--- config.mk ---
export PLATFORM = sky130hd
export DESIGN_NAME = ghost_regbank
export DESIGN_NICKNAME = d
export VERILOG_FILES = /design/src/rtl/ghost_regbank_pkg.sv /design/src/rtl/ghost_regbank_ram.sv /design/src/rtl/ghost_regbank.sv
export SDC_FILE = /design/constraint.sdc
export NUM_CORES = 2
export LEC_CHECK = 0
export ABC_AREA = 1
export BUFFER_PORTS_ARGS = -buffer_cell sky130_fd_sc_hd__buf_2
export CORE_MARGIN = 2
export CORE_UTILIZATION = 25
export CTS_CLUSTER_DIAMETER = 60
export DETAILED_ROUTE_END_ITERATION = 6
export SETUP_SLACK_MARGIN = 0.2
export SYNTH_ARGS = -nofsm -noshare
export SYNTH_HDL_FRONTEND = slang
export SYNTH_HIERARCHICAL = 1
export SYNTH_SLANG_ARGS = --single-unit
export TNS_END_PERCENT = 1
--- constraint.sdc ---
create_clock -name clk -period 5 [get_ports clk]
set_input_delay 0.5 -clock clk [delete_from_list [all_inputs] [get_ports clk]]
set_output_delay 0.5 -clock clk [all_outputs]
set_load 0.05 [all_outputs]
--- src/rtl/ghost_regbank_pkg.sv ---
// ghost_regbank_pkg: shared address map, decode regions and the region decoder
// used by the ghostbus register bank.
package ghost_regbank_pkg;

  localparam logic [63:0] ADDR_ID   = 64'h000;
  localparam logic [63:0] ADDR_SNAP = 64'h002;
  localparam logic [63:0] ADDR_CTRL = 64'h010;
  localparam logic [63:0] ADDR_CNT  = 64'h020;

  localparam int unsigned NCH_MAX = 16;

  typedef enum logic [2:0] {
    REG_NONE,
    REG_ID,
    REG_SNAP,
    REG_CTRL,
    REG_CNT,
    REG_RAM
  } region_e;

  // The full (zero-extended) address is compared, so upper bits never alias.
  function automatic region_e decode_region(
    input logic [63:0] addr,
    input int unsigned nch,
    input logic [63:0] ram_base,
    input int unsigned ram_aw,
    input logic        snap_en
  );
    region_e r;
    r = REG_NONE;
    if (addr == ADDR_ID)
      r = REG_ID;
    else if (snap_en && (addr == ADDR_SNAP))
      r = REG_SNAP;
    else if ((addr >= ADDR_CTRL) && (addr < ADDR_CTRL + 64'(nch)))
      r = REG_CTRL;
    else if ((addr >= ADDR_CNT) && (addr < ADDR_CNT + 64'(nch)))
      r = REG_CNT;
    else if ((addr >= ram_base) && (addr < ram_base + (64'd1 << ram_aw)))
      r = REG_RAM;
    return r;
  endfunction

endpackage

--- src/rtl/ghost_regbank_ram.sv ---
// ghost_regbank_ram: single-port scratch RAM with registered, read-before-write
// output. Contents are deliberately not reset.
module ghost_regbank_ram #(
  parameter int unsigned DW = 32,
  parameter int unsigned AW = 6
) (
  input  logic          clk,
  input  logic          we,
  input  logic          re,
  input  logic [AW-1:0] addr,
  input  logic [DW-1:0] wdata,
  output logic [DW-1:0] rdata
);

  logic [DW-1:0] mem [2**AW];

  // Write and read share the edge; the read sees the old word.
  always_ff @(posedge clk) begin
    if (we) mem[addr] <= wdata;
    if (re) rdata <= mem[addr];
  end

endmodule

--- src/rtl/ghost_regbank.sv ---
// ghost_regbank: multi-channel control registers, saturating event counters and
// a scratch RAM behind one ghostbus slave port. Reads take exactly two cycles.
// Optional macro GHOST_REGBANK_SNAPSHOT_EN adds the SNAP register at 0x002 and
// per-channel shadow copies of the counters that counter reads then return.
module ghost_regbank
  import ghost_regbank_pkg::*;
#(
  parameter int unsigned AW       = 24,
  parameter int unsigned DW       = 32,
  parameter int unsigned NCH      = 4,
  parameter int unsigned RAM_AW   = 6,
  parameter int unsigned RAM_BASE = 'h100,
  parameter int unsigned ID       = 'h6B62
) (
  input  logic              clk,
  input  logic              rst_n,
  input  logic [NCH-1:0]    evt_in,
  output logic [NCH*DW-1:0] ctrl_out,
  input  logic [AW-1:0]     gb_addr,
  input  logic [DW-1:0]     gb_wdata,
  input  logic              gb_we,
  input  logic              gb_re,
  output logic [DW-1:0]     gb_rdata,
  output logic              gb_rvalid
);

`ifdef GHOST_REGBANK_SNAPSHOT_EN
  localparam logic SNAP_EN = 1'b1;
`else
  localparam logic SNAP_EN = 1'b0;
`endif

  region_e       region;
  logic [3:0]    ch_idx;
  logic [DW-1:0] ctrl_q [NCH];
  logic [DW-1:0] cnt_q  [NCH];
  logic [NCH-1:0] evt_cur;
  logic [NCH-1:0] evt_prev;
  logic [NCH-1:0] evt_rise;
  logic          wr_ctrl;
  logic          wr_cnt;
  logic          ram_we;
  logic          ram_re;
  logic [DW-1:0] ram_q;
  logic [DW-1:0] rd_sel;
  logic          s1_valid;
  logic          s1_is_ram;
  logic [DW-1:0] s1_data;

  assign region   = decode_region(64'(gb_addr), NCH, 64'(RAM_BASE), RAM_AW, SNAP_EN);
  assign ch_idx   = gb_addr[3:0];
  assign wr_ctrl  = gb_we && (region == REG_CTRL);
  assign wr_cnt   = gb_we && (region == REG_CNT);
  assign ram_we   = gb_we && (region == REG_RAM);
  assign ram_re   = gb_re && (region == REG_RAM);
  assign evt_rise = evt_cur & ~evt_prev;

  for (genvar g = 0; g < NCH; g++) begin : g_ctrl_out
    assign ctrl_out[g*DW +: DW] = ctrl_q[g];
  end

  // Control registers: plain R/W, visible on ctrl_out the cycle after the write.
  always_ff @(posedge clk or negedge rst_n) begin
    if (!rst_n) begin
      for (int c = 0; c < NCH; c++) ctrl_q[c] <= '0;
    end else begin
      for (int c = 0; c < NCH; c++)
        if (wr_ctrl && (ch_idx == 4'(c))) ctrl_q[c] <= gb_wdata;
    end
  end

  // Event input register plus one history stage for rising-edge detection.
  always_ff @(posedge clk or negedge rst_n) begin
    if (!rst_n) begin
      evt_cur  <= '0;
      evt_prev <= '0;
    end else begin
      evt_cur  <= evt_in;
      evt_prev <= evt_cur;
    end
  end

  // Saturating counters; a clear that coincides with an edge lands on 1.
  always_ff @(posedge clk or negedge rst_n) begin
    if (!rst_n) begin
      for (int c = 0; c < NCH; c++) cnt_q[c] <= '0;
    end else begin
      for (int c = 0; c < NCH; c++) begin
        if (wr_cnt && (ch_idx == 4'(c)))
          cnt_q[c] <= evt_rise[c] ? DW'(1) : '0;
        else if (evt_rise[c] && (cnt_q[c] != '1))
          cnt_q[c] <= cnt_q[c] + 1'b1;
      end
    end
  end

`ifdef GHOST_REGBANK_SNAPSHOT_EN
  logic [DW-1:0] shd_q [NCH];
  logic          wr_snap;

  assign wr_snap = gb_we && (region == REG_SNAP);

  // Shadow copy takes the counts as they stood before this edge's update.
  always_ff @(posedge clk or negedge rst_n) begin
    if (!rst_n) begin
      for (int c = 0; c < NCH; c++) shd_q[c] <= '0;
    end else if (wr_snap) begin
      for (int c = 0; c < NCH; c++) shd_q[c] <= cnt_q[c];
    end
  end
`endif

  // Stage-1 register mux, driven from pre-write state (read-before-write).
  always_comb begin
    rd_sel = '0;
    case (region)
      REG_ID: rd_sel = DW'(ID);
      REG_CTRL: begin
        for (int c = 0; c < NCH; c++)
          if (ch_idx == 4'(c)) rd_sel = ctrl_q[c];
      end
      REG_CNT: begin
        for (int c = 0; c < NCH; c++)
`ifdef GHOST_REGBANK_SNAPSHOT_EN
          if (ch_idx == 4'(c)) rd_sel = shd_q[c];
`else
          if (ch_idx == 4'(c)) rd_sel = cnt_q[c];
`endif
      end
      default: rd_sel = '0;
    endcase
  end

  ghost_regbank_ram #(
    .DW (DW),
    .AW (RAM_AW)
  ) u_ram (
    .clk   (clk),
    .we    (ram_we),
    .re    (ram_re),
    .addr  (gb_addr[RAM_AW-1:0]),
    .wdata (gb_wdata),
    .rdata (ram_q)
  );

  // Stage 1: capture decode result alongside the RAM's registered read.
  always_ff @(posedge clk or negedge rst_n) begin
    if (!rst_n) begin
      s1_valid  <= 1'b0;
      s1_is_ram <= 1'b0;
      s1_data   <= '0;
    end else begin
      s1_valid  <= gb_re;
      s1_is_ram <= ram_re;
      s1_data   <= rd_sel;
    end
  end

  // Stage 2: output register; data is forced to zero outside the valid pulse.
  always_ff @(posedge clk or negedge rst_n) begin
    if (!rst_n) begin
      gb_rvalid <= 1'b0;
      gb_rdata  <= '0;
    end else begin
      gb_rvalid <= s1_valid;
      gb_rdata  <= s1_valid ? (s1_is_ram ? ram_q : s1_data) : '0;
    end
  end

endmodule

Word-level counts from Yosys, hierarchy flattened
Memories as Yosys holds them, arrays and structs flattened. A register that Yosys moved wholly into a read port is not among the register bits. Index checks and enable logic that the tools add are counted.

Bitwise logic cells: 2. Eq/ne operators: 11. Reductions and logical operators: 25. Mux-type cells: 29. Magnitude comparators: 6. Add/sub/neg operators: 4.

Operators with widths (number): two-way mux 32 bit (18); adder 32 x 1 -> 32 bit, second input constant (4); != test 32 bit, second input constant (4); one-hot mux 32 bit (3 select lines) (1); >= comparator 24 x 5 -> 1 bit, second input constant (1); >= comparator 24 x 6 -> 1 bit, second input constant (1); >= comparator 24 x 9 -> 1 bit, second input constant (1); logical NOT 24 bit (1); < comparator 24 x 5 -> 1 bit, second input constant (1); < comparator 24 x 6 -> 1 bit, second input constant (1); < comparator 24 x 9 -> 1 bit, second input constant (1); logical AND 1 bit (19); two-way mux 3 bit (4); == test 4 x 2 -> 1 bit, second input constant (2); nonzero test 2 bit (4); == test 3 bit, second input constant (2); two-way mux 1 bit (6); AND 4 bit (1); == test 4 x 1 -> 1 bit, second input constant (1); logical NOT 4 bit (1); NOT 4 bit (1); == test 3 x 1 -> 1 bit, second input constant (1); == test 3 x 2 -> 1 bit, second input constant (1).

Memories: 1. Word-level logic and storage cells: 93. Bits in writable memories: 2048. Input bits: 64. Output and inout bits: 161. Flip-flop bits (word level): 331.

Memories: u_ram.mem (depth 64, width 32, rd ports 1, clocked after Yosys merged registers in 1, write ports 1, line ghost_regbank_ram.sv:15) `logic [DW-1:0] mem [2**AW];`.

Longest topological paths before layout
Depth in word-level cells: 10. Mapped depth: 15. Mapped depth without buffers: 12.

By module
Netlist, hierarchy kept.

Modules (own cells, without submodules): ghost_regbank_ram (instances 1, area an instance 86823.3 sq um, cells an instance 8440); ghost_regbank (instances 1, area an instance 18966.9 sq um, cells an instance 2670).

Worst setup path after synthesis
No wires, ideal clock.

Kind: in2reg. Start point: input port gb_we. End point: memory u_ram.mem[41][0], enable pin. Path slack: -0.234 ns. Arrival: 4.732 ns. Stages on the path: 7. Data required time: 4.498 ns. Buffers on the path: 3. Cell sequence: buf_2 > clkbuf_1 > inv_1 > nor2_1 > clkbuf_1 > inv_1 > nor4_1.

Word-level cells in the longest chain between the ends: 3.

RTL lines: start: declaration (line ghost_regbank.sv:21) `input logic gb_we,`; logical AND 1 bit (line ghost_regbank.sv:54) `assign ram_we = gb_we && (region == REG_RAM);`; via ram_we (line ghost_regbank.sv:42) `logic ram_we;`; two-way mux 1 bit (line ghost_regbank_ram.sv:19) `if (we) mem[addr] <= wdata;`; two-way mux 1 bit (not written as such) (line ghost_regbank_ram.sv:19); end: declaration (line ghost_regbank_ram.sv:15).

The timed path passes the listed nets, and every way through them passes these cells.

Worst setup path in the final report
Start point: input port gb_addr[7]. End point: memory u_ram.mem[51][13], enable pin.

Word-level cells in the longest chain between the ends: 10.

RTL lines: start: declaration (line ghost_regbank.sv:19) `input logic [AW-1:0] gb_addr,`; >= comparator 24 x 9 -> 1 bit / < comparator 24 x 9 -> 1 bit (equally long branches) (line ghost_regbank_pkg.sv:39) `else if ((addr >= ram_base) && (addr < ram_base + (64'd1 << ram_aw)))`; logical AND 1 bit (line ghost_regbank_pkg.sv:39); two-way mux 3 bit (line ghost_regbank_pkg.sv:39); two-way mux 3 bit (line ghost_regbank_pkg.sv:37) `else if ((addr >= ADDR_CNT) && (addr < ADDR_CNT + 64'(nch)))`; two-way mux 3 bit (line ghost_regbank_pkg.sv:35) `else if ((addr >= ADDR_CTRL) && (addr < ADDR_CTRL + 64'(nch)))`; two-way mux 3 bit * (line ghost_regbank_pkg.sv:31) `if (addr == ADDR_ID)`; == test 3 bit * (line ghost_regbank.sv:54); logical AND 1 bit * (line ghost_regbank.sv:54); via ram_we (line ghost_regbank.sv:42); two-way mux 1 bit * (line ghost_regbank_ram.sv:19); two-way mux 1 bit (not written as such) * (line ghost_regbank_ram.sv:19).

The timed path passes the listed nets; every way through them passes the cells marked *.

==> impl_metrics.yaml <==
die:
  rows: 238
  start_util_pct: 25.1
  io_pins: 225
  die_x_um: 655
  die_area_mm2: 0.428
  design.core.area_mm2: 0.421
  die_h_um: 655
timing:
  finalClockSkew_ps: 98.0
  setup_violations: 0
  fin_crit_sh_pct: 65.8
  min_period_ps: 3290
  tns_ps: 0
  rsz0062_at_grt: "no"
  slew_violations: 0
  tightest_slew_ps: 1170
  hold_violations: 0
  clock.fmax_mhz: 304
  relSlewSlack_pct: 21.7
  hold_ws_ps: 125
  layout_setup_ws_ps: 1710
cts:
  clkSinkCount: 2411
  cts_resized: 0
  cts_tree: "built"
  cts_max_level: 5
  clk_root_buffer_cell: "clkbuf_16"
  ctsHoldBuffers: 8
  numCtsBuffers: 269
  clk_latency_ps: 880
  cts_setup_buffers: 0
  clockBufferDepth: 4
  path_clk_slew_ps: 60
global_routing:
  grt_pass1_vias: 71348
  antenna_found_initial: 43
  grtUsageTotal_pct: 15.2
  grt_pass1_wl_mm: 488
  grt-ovfl-total: 0
  grt_max_degree: 139
cells_and_area:
  final_cells: 17143
  design_area_mm2: 0.122
  nNetsFinal: 11362
  final_core_utilization_pct: 29.1
  drive_gt1_share_pct: 8.45
  area.growth.synth_to_final_pct: 15.7
run:
  drv_cap: 0
critical_path:
  worst_ep_arrival_time_ps: 3790
  required_ps: 5500
  end_kind: "register"
  critPathLaunchType: "input pin"
  crit_fanout: 32
  path_class: "input pin to register"
placed_design:
  dp_hpwl_mm: 206
  place.gp.congestion: 0.909
  dp_slack_ps: 782
  place.port_buffers: 224
  dpl_cell_area_mm2: 0.114
  place_inst: 16655
logic_synthesis:
  ys_ff_latch: 2411
  syn-num-nets: 11178
  syn_inst: 11110
  yosysWarnings: 6
  synth_area_mm2: 0.106
  synth-seq-area-share_pct: 66.9
  avgSynthCellArea_um2: 9.52
  ys_types: 46
detailed_routing:
  wl_mm: 337
  remaining_drc_errors: 0
  ant_nets: 0
  num_vias: 77359
  wl_per_cell_um: 19.6
  avgViaCountPerCell: 4.51
  first_pass_iters: 7
  drtIter0Drc: 7767
min_path:
  hold_class: "input pin to register"
power:
  total_power_mw: 43.9
  leakage_nw: 51.4
  powerDensity_mw_per_mm2: 359
  ir_drop_uv: 282
run_status:
  status: "completed"
[power breakdown]
group          leakage [nW]  switching (mW)  internal (mW)  total (mW)
registers              23.3           0.155           22.0        22.1
logic                  24.1            2.11          0.622        2.73
clock network          4.03            8.11           11.0        19.1
total                  51.4            10.4           33.5        43.9
[placed cells by master (no fill, tap or decap), drive strengths merged, types with 33 or more instances in the layout]
| cell | instances |
|---|---|
| nand2 | 6630 |
| edfxtp | 2080 |
| nor2 | 501 |
| buf | 434 |
| clkbuf | 354 |
| dfrtp | 331 |
| nand3 | 326 |
| inv | 282 |
| o21ai | 229 |
| clkinv | 81 |
| nand4 | 38 |
| a21oi | 37 |
| xor2 | 33 |
[state kept, by name, summed over array words and instances (netlist names), 4 cells and up]
register	count
cnt_q	128
ctrl_out	128
evt_cur	4
evt_prev	4
gb_rdata	32
s1_data	32
u_ram/mem	2048
u_ram/rdata	32
[cells by family (layout without fill, tap and decap cells)]
kind of cell             Yosys count  count (layout)  synth area share [%]
flip-flops                      2411            2411                  66.9
XOR/XNOR                          40              40                 0.331
buffers and inverters            801            1177                  3.38
other                              0              17                     0
adder cells (fa/ha/maj)            4               4                0.0473
AO/OA/AOI/OAI                    321             321                  1.77
AND/OR/NAND/NOR                 7533            7533                  27.6
[per-layer routing]
layer  share of wire, %  track usage [%]  vias up  wire (um)
met1                 42             20.4    37554     141000
met3                8.5             3.03      546      28500
met5              0.026                0        -         87
met4                3.3             4.90       14      11200
li1                   -                -    36270          -
met2                 46             24.4     2975     156000
[synth_stat cells, drive strengths merged]
master | n | share of area (%)
a21oi | 37 | 0.19
a22o | 2 | 0.017
a31oi | 3 | 0.018
buf | 348 | 1.8
clkbuf | 181 | 0.64
clkinv | 1 | 0.0047
dfrtp | 331 | 7.8
edfxtp | 2080 | 59
ha | 4 | 0.047
inv | 271 | 0.96
nand2 | 6630 | 24
nand3 | 326 | 1.6
nand3b | 7 | 0.050
nand4 | 38 | 0.26
nor2 | 501 | 1.9
nor3 | 12 | 0.090
nor3b | 1 | 0.0071
nor4 | 3 | 0.018
o2111ai | 12 | 0.099
o211ai | 22 | 0.16
o21ai | 229 | 1.2
o21bai | 2 | 0.014
o22ai | 14 | 0.083
or2 | 15 | 0.089
xnor2 | 7 | 0.058
xor2 | 33 | 0.27
[layout make-up]
cell class | instances | area, um2
diodes | 17 | 42.5
repair buffers | 442 | 3210
well taps | 5640 | 7060
multi-input cells | 7898 | 32000
clock inverters | 109 | 966
flip-flops and latches | 2411 | 70700
clock buffers | 354 | 7290
inverters | 272 | 1050
fillers | 43579 | 298000
[path summary, 6_finish.rpt]
path                         startpoint                 to  slack (ps)  cells after the start
max reg2reg                   cnt_q[32]          cnt_q[49]        1870                     10
max                          gb_addr[7]  u_ram/mem[51][13]        1710                      8
max in group asynchronous         rst_n       ctrl_out[99]        3600                      3
min reg2reg                  evt_cur[2]        evt_prev[2]         370                      0
min                        gb_wdata[15]  u_ram/mem[52][15]         120                      1
min in group asynchronous         rst_n       gb_rdata[18]         270                      2
[critical path, cell delays in order]
cell and delay (ps):
buf_2 100, nor2_1 550, nand4_1 390, nor2_1 280, buf_4 270, nand3_1 350
buf_4 380, nor2_4 900
Power figures use the tool's default switching activity.
